<file path="config.mk">
export PLATFORM = sky130hd
export DESIGN_NAME = iomem_timer_flat
export DESIGN_NICKNAME = d
export VERILOG_FILES = /design/src/rtl/iomem_if.sv /design/src/rtl/iomem_timer.sv /design/src/flat_wrapper.sv
export SDC_FILE = /design/constraint.sdc
export NUM_CORES = 1
export LEC_CHECK = 0
export CORE_MARGIN = 2
export CORE_UTILIZATION = 54
export CTS_BUF_LIST = sky130_fd_sc_hd__clkbuf_16
export DETAILED_ROUTE_END_ITERATION = 10
export GPL_TIMING_DRIVEN = 0
export PLACE_DENSITY = 0.81
export REMOVE_ABC_BUFFERS = 1
export SLEW_MARGIN = 30
export SYNTH_ARGS = -nofsm -noshare
export SYNTH_HDL_FRONTEND = slang
export SYNTH_SLANG_ARGS = --single-unit
</file>
<file path="constraint.sdc">
create_clock -name clk -period 4.23 [get_ports clk]
set_clock_uncertainty 0.15 [all_clocks]
set_input_delay 0.846 -clock clk [delete_from_list [all_inputs] [get_ports clk]]
set_output_delay 0.846 -clock clk [all_outputs]
set_load 0.02 [all_outputs]
</file>
<file path="src/rtl/iomem_if.sv">
// iomem_if: PicoSoC-style iomem bus between an initiator and a responder.
// The master drives the request fields and the slave returns ready and read data.
interface iomem_if;
   logic        iomem_valid;
   logic        iomem_ready;
   logic [3:0]  iomem_wstrb;
   logic [31:0] iomem_addr;
   logic [31:0] iomem_wdata;
   logic [31:0] iomem_rdata;

   modport slave (
      input  iomem_valid,
      input  iomem_wstrb,
      input  iomem_addr,
      input  iomem_wdata,
      output iomem_ready,
      output iomem_rdata
   );

   modport master (
      output iomem_valid,
      output iomem_wstrb,
      output iomem_addr,
      output iomem_wdata,
      input  iomem_ready,
      input  iomem_rdata
   );
endinterface

</file>
<file path="src/rtl/iomem_timer.sv">
// iomem_timer: memory-mapped down-counting timer with a prescaler, optional auto
// reload and a level interrupt. Every access takes one wait state, and outputs
// stay at zero when the block is not addressed, so several responders can be OR-ed.
module iomem_timer #(
   parameter logic [31:0] BASE_ADDR = 32'h0300_0000
) (
   input  logic   clk,
   input  logic   reset,
   iomem_if.slave bus,
   output logic   irq
);

   logic        sel;
   logic        ack;
   logic        wr;
   logic [2:0]  offset;
   logic        readyQ, readyD;
   logic [2:0]  ctrlQ, ctrlD;
   logic [15:0] prescQ, prescD;
   logic [31:0] prescMerged;
   logic [31:0] loadQ, loadD;
   logic [31:0] countQ, countD, countTick;
   logic        expiredQ, expiredD;
   logic [15:0] pcntQ, pcntD;
   logic        tick;
   logic [31:0] readMux;
   logic        unusedAddrBits;

   // Byte-lane merge: lanes with a strobe take the new byte, the rest keep the old one.
   function automatic logic [31:0] mergeLanes(input logic [31:0] oldVal,
                                              input logic [31:0] newVal,
                                              input logic [3:0]  strb);
      logic [31:0] r;
      r = oldVal;
      for (int i = 0; i < 4; i++) begin
         if (strb[i]) begin
            r[8*i +: 8] = newVal[8*i +: 8];
         end
      end
      return r;
   endfunction

   // The low address bits only select bytes inside a word and are not decoded.
   assign unusedAddrBits = &{1'b0, bus.iomem_addr[1:0]};

   // Address decode and acknowledge; ack is gated by sel so a dropped request
   // never sees ready or commits a write.
   always_comb begin
      sel    = bus.iomem_valid && (bus.iomem_addr[31:5] == BASE_ADDR[31:5]);
      offset = bus.iomem_addr[4:2];
      readyD = sel && !readyQ;
      ack    = readyQ && sel;
      wr     = ack && (bus.iomem_wstrb != 4'b0000);
   end

   // Prescaler: a tick fires when the count matches PRESC; the count is held at
   // zero while disabled and restarts on any CTRL or PRESC write.
   always_comb begin
      tick  = ctrlQ[0] && (pcntQ == prescQ);
      pcntD = pcntQ + 16'd1;
      if (wr && (offset == 3'd0 || offset == 3'd1)) begin
         pcntD = 16'd0;
      end else if (!ctrlQ[0] || tick) begin
         pcntD = 16'd0;
      end
   end

   // Register next state; bus writes to COUNT override the tick result lane by
   // lane, and an expiry wins over a same-cycle write-1-to-clear of EXPIRED.
   always_comb begin
      ctrlD       = ctrlQ;
      prescMerged = mergeLanes({16'h0000, prescQ}, bus.iomem_wdata, bus.iomem_wstrb);
      prescD      = prescQ;
      loadD       = loadQ;
      expiredD    = expiredQ;
      countTick   = countQ;
      if (tick) begin
         if (countQ > 32'd1) begin
            countTick = countQ - 32'd1;
         end else if (countQ == 32'd1) begin
            countTick = ctrlQ[1] ? loadQ : 32'd0;
         end
      end
      countD = countTick;
      if (wr) begin
         case (offset)
            3'd0: begin
               if (bus.iomem_wstrb[0]) begin
                  ctrlD = bus.iomem_wdata[2:0];
               end
            end
            3'd1: prescD = prescMerged[15:0];
            3'd2: loadD  = mergeLanes(loadQ, bus.iomem_wdata, bus.iomem_wstrb);
            3'd3: countD = mergeLanes(countTick, bus.iomem_wdata, bus.iomem_wstrb);
            3'd4: begin
               if (bus.iomem_wstrb[0] && bus.iomem_wdata[0]) begin
                  expiredD = 1'b0;
               end
            end
            default: ;
         endcase
      end
      if (tick && countQ == 32'd1) begin
         expiredD = 1'b1;
      end
   end

   // Read data mux, forced to zero outside the acknowledge cycle.
   always_comb begin
      readMux = 32'd0;
      case (offset)
         3'd0:    readMux = {29'd0, ctrlQ};
         3'd1:    readMux = {16'd0, prescQ};
         3'd2:    readMux = loadQ;
         3'd3:    readMux = countQ;
         3'd4:    readMux = {31'd0, expiredQ};
         default: readMux = 32'd0;
      endcase
      bus.iomem_ready = ack;
      bus.iomem_rdata = ack ? readMux : 32'd0;
      irq             = expiredQ && ctrlQ[2];
   end

   // All state registers, cleared asynchronously so an in-flight write is dropped.
   always_ff @(posedge clk or posedge reset) begin
      if (reset) begin
         readyQ   <= 1'b0;
         ctrlQ    <= 3'd0;
         prescQ   <= 16'd0;
         loadQ    <= 32'd0;
         countQ   <= 32'd0;
         expiredQ <= 1'b0;
         pcntQ    <= 16'd0;
      end else begin
         readyQ   <= readyD;
         ctrlQ    <= ctrlD;
         prescQ   <= prescD;
         loadQ    <= loadD;
         countQ   <= countD;
         expiredQ <= expiredD;
         pcntQ    <= pcntD;
      end
   end

endmodule

</file>
<file path="src/flat_wrapper.sv">
// flat-port wrapper written by rule: the top's interface ports become plain ports
module iomem_timer_flat 
#(
   parameter logic [31:0] BASE_ADDR = 32'h0300_0000
)
  (clk, reset, irq, bus_iomem_valid, bus_iomem_wstrb, bus_iomem_addr, bus_iomem_wdata, bus_iomem_ready, bus_iomem_rdata);
  iomem_if bus_i ();
  input  logic clk;
  input  logic reset;
  output logic irq;
  input wire logic [$bits(bus_i.iomem_valid)-1:0] bus_iomem_valid;
  input wire logic [$bits(bus_i.iomem_wstrb)-1:0] bus_iomem_wstrb;
  input wire logic [$bits(bus_i.iomem_addr)-1:0] bus_iomem_addr;
  input wire logic [$bits(bus_i.iomem_wdata)-1:0] bus_iomem_wdata;
  output wire logic [$bits(bus_i.iomem_ready)-1:0] bus_iomem_ready;
  output wire logic [$bits(bus_i.iomem_rdata)-1:0] bus_iomem_rdata;
  assign bus_i.iomem_valid = bus_iomem_valid;
  assign bus_i.iomem_wstrb = bus_iomem_wstrb;
  assign bus_i.iomem_addr = bus_iomem_addr;
  assign bus_i.iomem_wdata = bus_iomem_wdata;
  assign bus_iomem_ready = bus_i.iomem_ready;
  assign bus_iomem_rdata = bus_i.iomem_rdata;
  iomem_timer #(.BASE_ADDR(BASE_ADDR)) u_core (.clk(clk), .reset(reset), .bus(bus_i), .irq(irq));
endmodule
</file>
# After elaboration in Yosys (flattened, before gate mapping)
# Index checks and enable logic that the tools add are counted.
[word_totals]
regBits = 101
in_bits = 71
out_inout_bits = 34
word_cells = 65
[classes]
n_addsub = 2
magnitude_cmp = 1
eq_ne = 7
mux = 18
n_reduce_logical = 26
[op_table]
columns = ["operator", "n"]
rows = [
  ["2-to-1 mux 32 bit", 7],
  ["case mux 32 bit (5 select lines)", 1],
  ["equality test 32 x 1 -> 1 bit, second input constant", 1],
  ["> comparator 32 x 1 -> 1 bit, second input constant", 1],
  ["2-to-1 mux 16 bit", 2],
  ["2-to-1 mux 8 bit", 4],
  ["subtractor 32 x 1 -> 32 bit, second input constant", 1],
  ["equality test 27 x 21 -> 1 bit, second input constant", 1],
  ["AND reduction 3 bit", 8],
  ["adder 16 x 1 -> 16 bit, second input constant", 1],
  ["equality test 16 bit", 1],
  ["logical AND 1 bit", 9],
  ["equality test 3 x 2 -> 1 bit, second input constant", 2],
  ["nonzero test 2 bit", 3],
  ["2-to-1 mux 1 bit", 4],
  ["nonzero test 4 bit", 1],
  ["equality test 3 x 1 -> 1 bit, second input constant", 1],
  ["equality test 3 bit, second input constant", 1],
  ["logical NOT 3 bit", 1],
  ["logical NOT 1 bit", 2],
  ["logical OR 1 bit", 2],
]

# Logic depth before layout (Yosys ltp)
# Gate-level depths: netlist of the first run.
[logic_depth]
word_depth = 7
depth_mapped = 10
depth_no_buf = 9

# Least setup slack after synthesis of the first run
# Ideal clock, no wire load.
[synth_timing]
path_type = "in2out"
start = "in bus_iomem_addr[22]"
end = "out bus_iomem_rdata[21]"
t_arrival_ns = 2.788
required_time_ns = 3.234
setup_slack_ns = 0.446
cell_stages = 6
path_buffers = 2
cell_sequence = "or4b_1 -> nor4_1 -> buf_2 -> nand2_1 -> clkbuf_1 -> nor2_1"
[synth_between]
elab_chain_len = 4
[synth_rtl]
columns = ["item", "line_no", "text"]
rows = [
  ["start: declaration", "flat_wrapper.sv:13", "input wire logic [$bits(bus_i.iomem_addr)-1:0] bus_iomem_addr;"],
  ["equality test 27 x 21 -> 1 bit", "iomem_timer.sv:49", "sel = bus.iomem_valid && (bus.iomem_addr[31:5] == BASE_ADDR[31:5]);"],
  ["logical AND 1 bit", "iomem_timer.sv:49", ""],
  ["logical AND 1 bit", "iomem_timer.sv:52", "ack = readyQ && sel;"],
  ["named net bus_iomem_ready", "flat_wrapper.sv:15", "output wire logic [$bits(bus_i.iomem_ready)-1:0] bus_iomem_ready;"],
  ["2-to-1 mux 32 bit", "iomem_timer.sv:120", "bus.iomem_rdata = ack ? readMux : 32'd0;"],
  ["end: declaration", "flat_wrapper.sv:16", "output wire logic [$bits(bus_i.iomem_rdata)-1:0] bus_iomem_rdata;"],
]
# The timed path passes the listed nets, and every way through them passes these cells.

# Worst setup path after layout of the first run
[layout_timing]
start = "in bus_iomem_addr[22]"
end = "out bus_iomem_rdata[3]"
[layout_between]
elab_chain_len = 4
[layout_rtl]
columns = ["item", "line_no"]
rows = [
  ["equality test 27 x 21 -> 1 bit", "iomem_timer.sv:49"],
  ["logical AND 1 bit", "iomem_timer.sv:49"],
  ["logical AND 1 bit", "iomem_timer.sv:52"],
  ["2-to-1 mux 32 bit", "iomem_timer.sv:120"],
]
# No other way between the ends.

==> results of run 1 <==
-- final timing paths --
path | start | slack (ps) | end | cells past startpoint
setup / recovery | bus_iomem_addr[22] | 180 | bus_iomem_rdata[3] | 7
hold / removal | u_core.readyQ$_DFF_PP0_ | 290 | u_core.readyQ$_DFF_PP0_ | 1
setup reg to reg | u_core.countQ[26]$_DFF_PP0_ | 1070 | u_core.countQ[8]$_DFF_PP0_ | 7
hold reg to reg | u_core.readyQ$_DFF_PP0_ | 290 | u_core.readyQ$_DFF_PP0_ | 1
max in group asynchronous | reset | 2560 | u_core.countQ[20]$_DFF_PP0_ | 3
min in group asynchronous | reset | 690 | u_core.prescQ[4]$_DFFE_PP0P_ | 2
-- power by group through the flow --
stage | clock network, mW | logic, mW | registers, mW
5_1_grt | 0.831 | 0.146 | 0.965
6_report | 0.785 | 0.136 | 0.965
3_3_place_gp | 0 | 0.127 | 0.984
3_5_place_dp | 0 | 0.135 | 0.984
4_1_cts | 0.794 | 0.136 | 0.965
2_1_floorplan | 0 | 0.0349 | 0.984
-- stage by stage --
stage	area (um2)	worst slack, ps
after detailed placement	7495	-717.8
after global placement	7345	-2216
after global routing	7776	63.28
after floorplan	6145	-729.4
after CTS	7776	182.2
final	7776	182.5
-- repair_timing --
action	CTS	global route
setup endpoints to repair	32	0
buffers inserted	2	0
gates resized for setup	45	0
-- placed cells by master, fill, tap and decap left out, types with 5 or more instances in the layout --
cell               n
or4_1              5
nor4_1            19
a21oi_1           15
dlygate4sd2_1     32
nand2_1           55
o21ai_1            8
nand4_1           11
a221oi_1           5
a22oi_1           33
inv_1             11
and3_1            11
a21o_1             5
xor2_1            11
buf_4             10
dfrtp_1          101
o211ai_1           5
nor2_1            86
clkbuf_16          9
xnor2_1           25
nand3_1           23
a31oi_1            9
clkdlybuf4s50_1   68
mux2_2            65
o21ai_0           21
nor3_1            18
or3_1              8
-- layout make-up --
cell class | instances | area share, %
timing repair buffer | 116 | 14.24
inverter | 11 | 0.5953
sequential | 101 | 32.50
clock buffer | 9 | 2.896
tap | 143 | 2.301
clock inverter | 7 | 0.6597
multi-input combinational | 525 | 46.81
-- registers in the layout (all words and copies together) (netlist names) --
signal	flops
u_core.countQ	32
u_core.ctrlQ	3
u_core.expiredQ	1
u_core.loadQ	32
u_core.pcntQ	16
u_core.prescQ	16
u_core.readyQ	1
-- synthesized netlist by cell type, types with 5 or more instances --
master    number
a221oi_1       5
nand2_1       57
clkbuf_1      31
and3_1        11
nor4_1        22
o21ai_0       21
nor3_1        18
mux2_2        65
xor2_1        11
a31oi_1        9
or4_1          5
or3_1          8
dfrtp_1      101
buf_2          7
a21oi_1       15
nor2_1        86
xnor2_1       25
o211ai_1       5
nand3_1       23
nand4_1       11
a22oi_1       33
inv_1         11
o21ai_1        8
a21o_1         5
-- critical path, cell delays in order --
cell	delay [ps]
clkdlybuf4s50_1	390
or4b_1	610
nor4_4	310
buf_4	170
nand2b_4	170
nor2_1	200
dlygate4sd2_1	350
-- logic make-up after synthesis --
kind of cell / Yosys count
AND/OR/NAND/NOR: 275
adder cells (fa/ha/maj): 3
XOR/XNOR: 36
AO/OA/AOI/OAI: 141
flip-flops: 101
buffers and inverters: 53
multiplexers: 70
-- metal layers --
| metal | track usage, % | vias up |
|---|---|---|
| met5 | 0 | - |
| met3 | 5.130 | 47 |
| li1 | - | 2681 |
| met2 | 51.20 | 305 |
| met1 | 37.88 | 2922 |
| met4 | 10.81 | 0 |
==> run metrics, run 1 <==
top-area cell type share of the netlist area=39.95%; clk sinks=101; clock-pin slew on the worst setup and hold paths=70 ps; CORE AREA=0.01142 mm2; max_cap viols=0; fin crit share=95.69%; # rows=39; final worst path period need=4047 ps; number of global-route vias before repair=6096; Final HPWL DP=13100 um; Vias per Instance=6.530; cell accounting for the most synthesized area=dfrtp_1; GRT Util Overall=29.74%; Sw Pwr=445.4 uW; ys async rst share=100.0%; top post-synthesis cells by area=dfrtp_1, mux2_2, nor2_1, a22oi_1, xnor2_1; initial core utilization=55.40%; Achievable Freq=247.1 MHz; layout cell share with drive strength beyond 1=16.38%; full die area=0.01260 mm2; Post-Syn Area=0.006326 mm2; Sw Share=23.62%; Final Hold Viols=0; Synth Register Bits=101; port bufs=102; Max Used Layer=met4; RSZ-0062 raised after global routing=no; status=complete, no violations; cts hold-fix bufs=0; Finished Core Util=68.10%; final setup TNS=0 ps; Placed Cells=894; final-report max-slew violation count=0; area grow syn2layout=22.92%; Synth cell types=67; Required @ worst endpoint=3230 ps; Worst IR Drop VDD=0.2800 mV; Slew @ Worst Pin=802.5 ps; endpoints failing setup=0; CTS HTree Levels=3; Comb power frac=7.2%; antenna violations before repair=0; Routed Antenna Nets=0; CP Class=in -> out; first-pass GRT wire length=30320 um; n_diodes=0; Hold Crit Class=reg -> reg; ys flop type=dfrtp_1; Ports=105; Seq. cell area=0.002527 mm2; initial DRC count=612; final non-filler cell total=912; routed wl met2=9357 um; routed len/inst=20.27 um; DIE WIDTH=112.2 um; Pwr Total=1.886 mW; Synth Area in XOR/XNOR=4.984%; Clock power frac=41.6%; Worst Hold Slack=290.1 ps; clk buf depth=2; CTS tree=done; Slew headroom=46.01%; residual DRC count=0; Die Y=112.2 um; clock latency on the worst-skew pair=350 ps; Yosys Warn Count=0; largest family of logic cells by synthesized area=simple AND/OR/NAND/NOR gates; endpoint class of the critical path=primary output; total CTS buffers=9; met3 wire length=1279 um; Worst Path Arrival=3050 ps; register area share after synthesis=39.95%; largest net degree at the start of global routing=72; Synth Area in Compound Gates=15.70%; synthesized area per cell=9.317 um2; adder-cell share of the synthesized area=0.5934%; internal power=1.440 mW; Power Density=242.5 mW/mm2; startpoint types=primary input; Leakage=3.206 nW; Overflow after GRT=0; Max FO, Critical Path=17; simple-gate share of the synthesized area=22.49%; Root Driver=clkbuf_16; total routed wirelength=18480 um; vias=5955; mux cell area share after synthesis=12.76%; Fillers=925; Nets=838; DRT Pass-1 Iters=6; number of synthesized flops with an enable pin=0; Post-Syn Instances=679; Seq pwr share=51.2%; Met1 Routed Length=7370 um; GPL Wtd Cong=0.9113; multi-input logic area=0.003640 mm2
Power figures use the tool's default switching activity.
==> inputs of run 2 (changes only) <==
CTS_CLUSTER_DIAMETER = 120   (was unset)
==> results of run 2 <==
Final layout, timing and power as in run 1 (identical DEF).
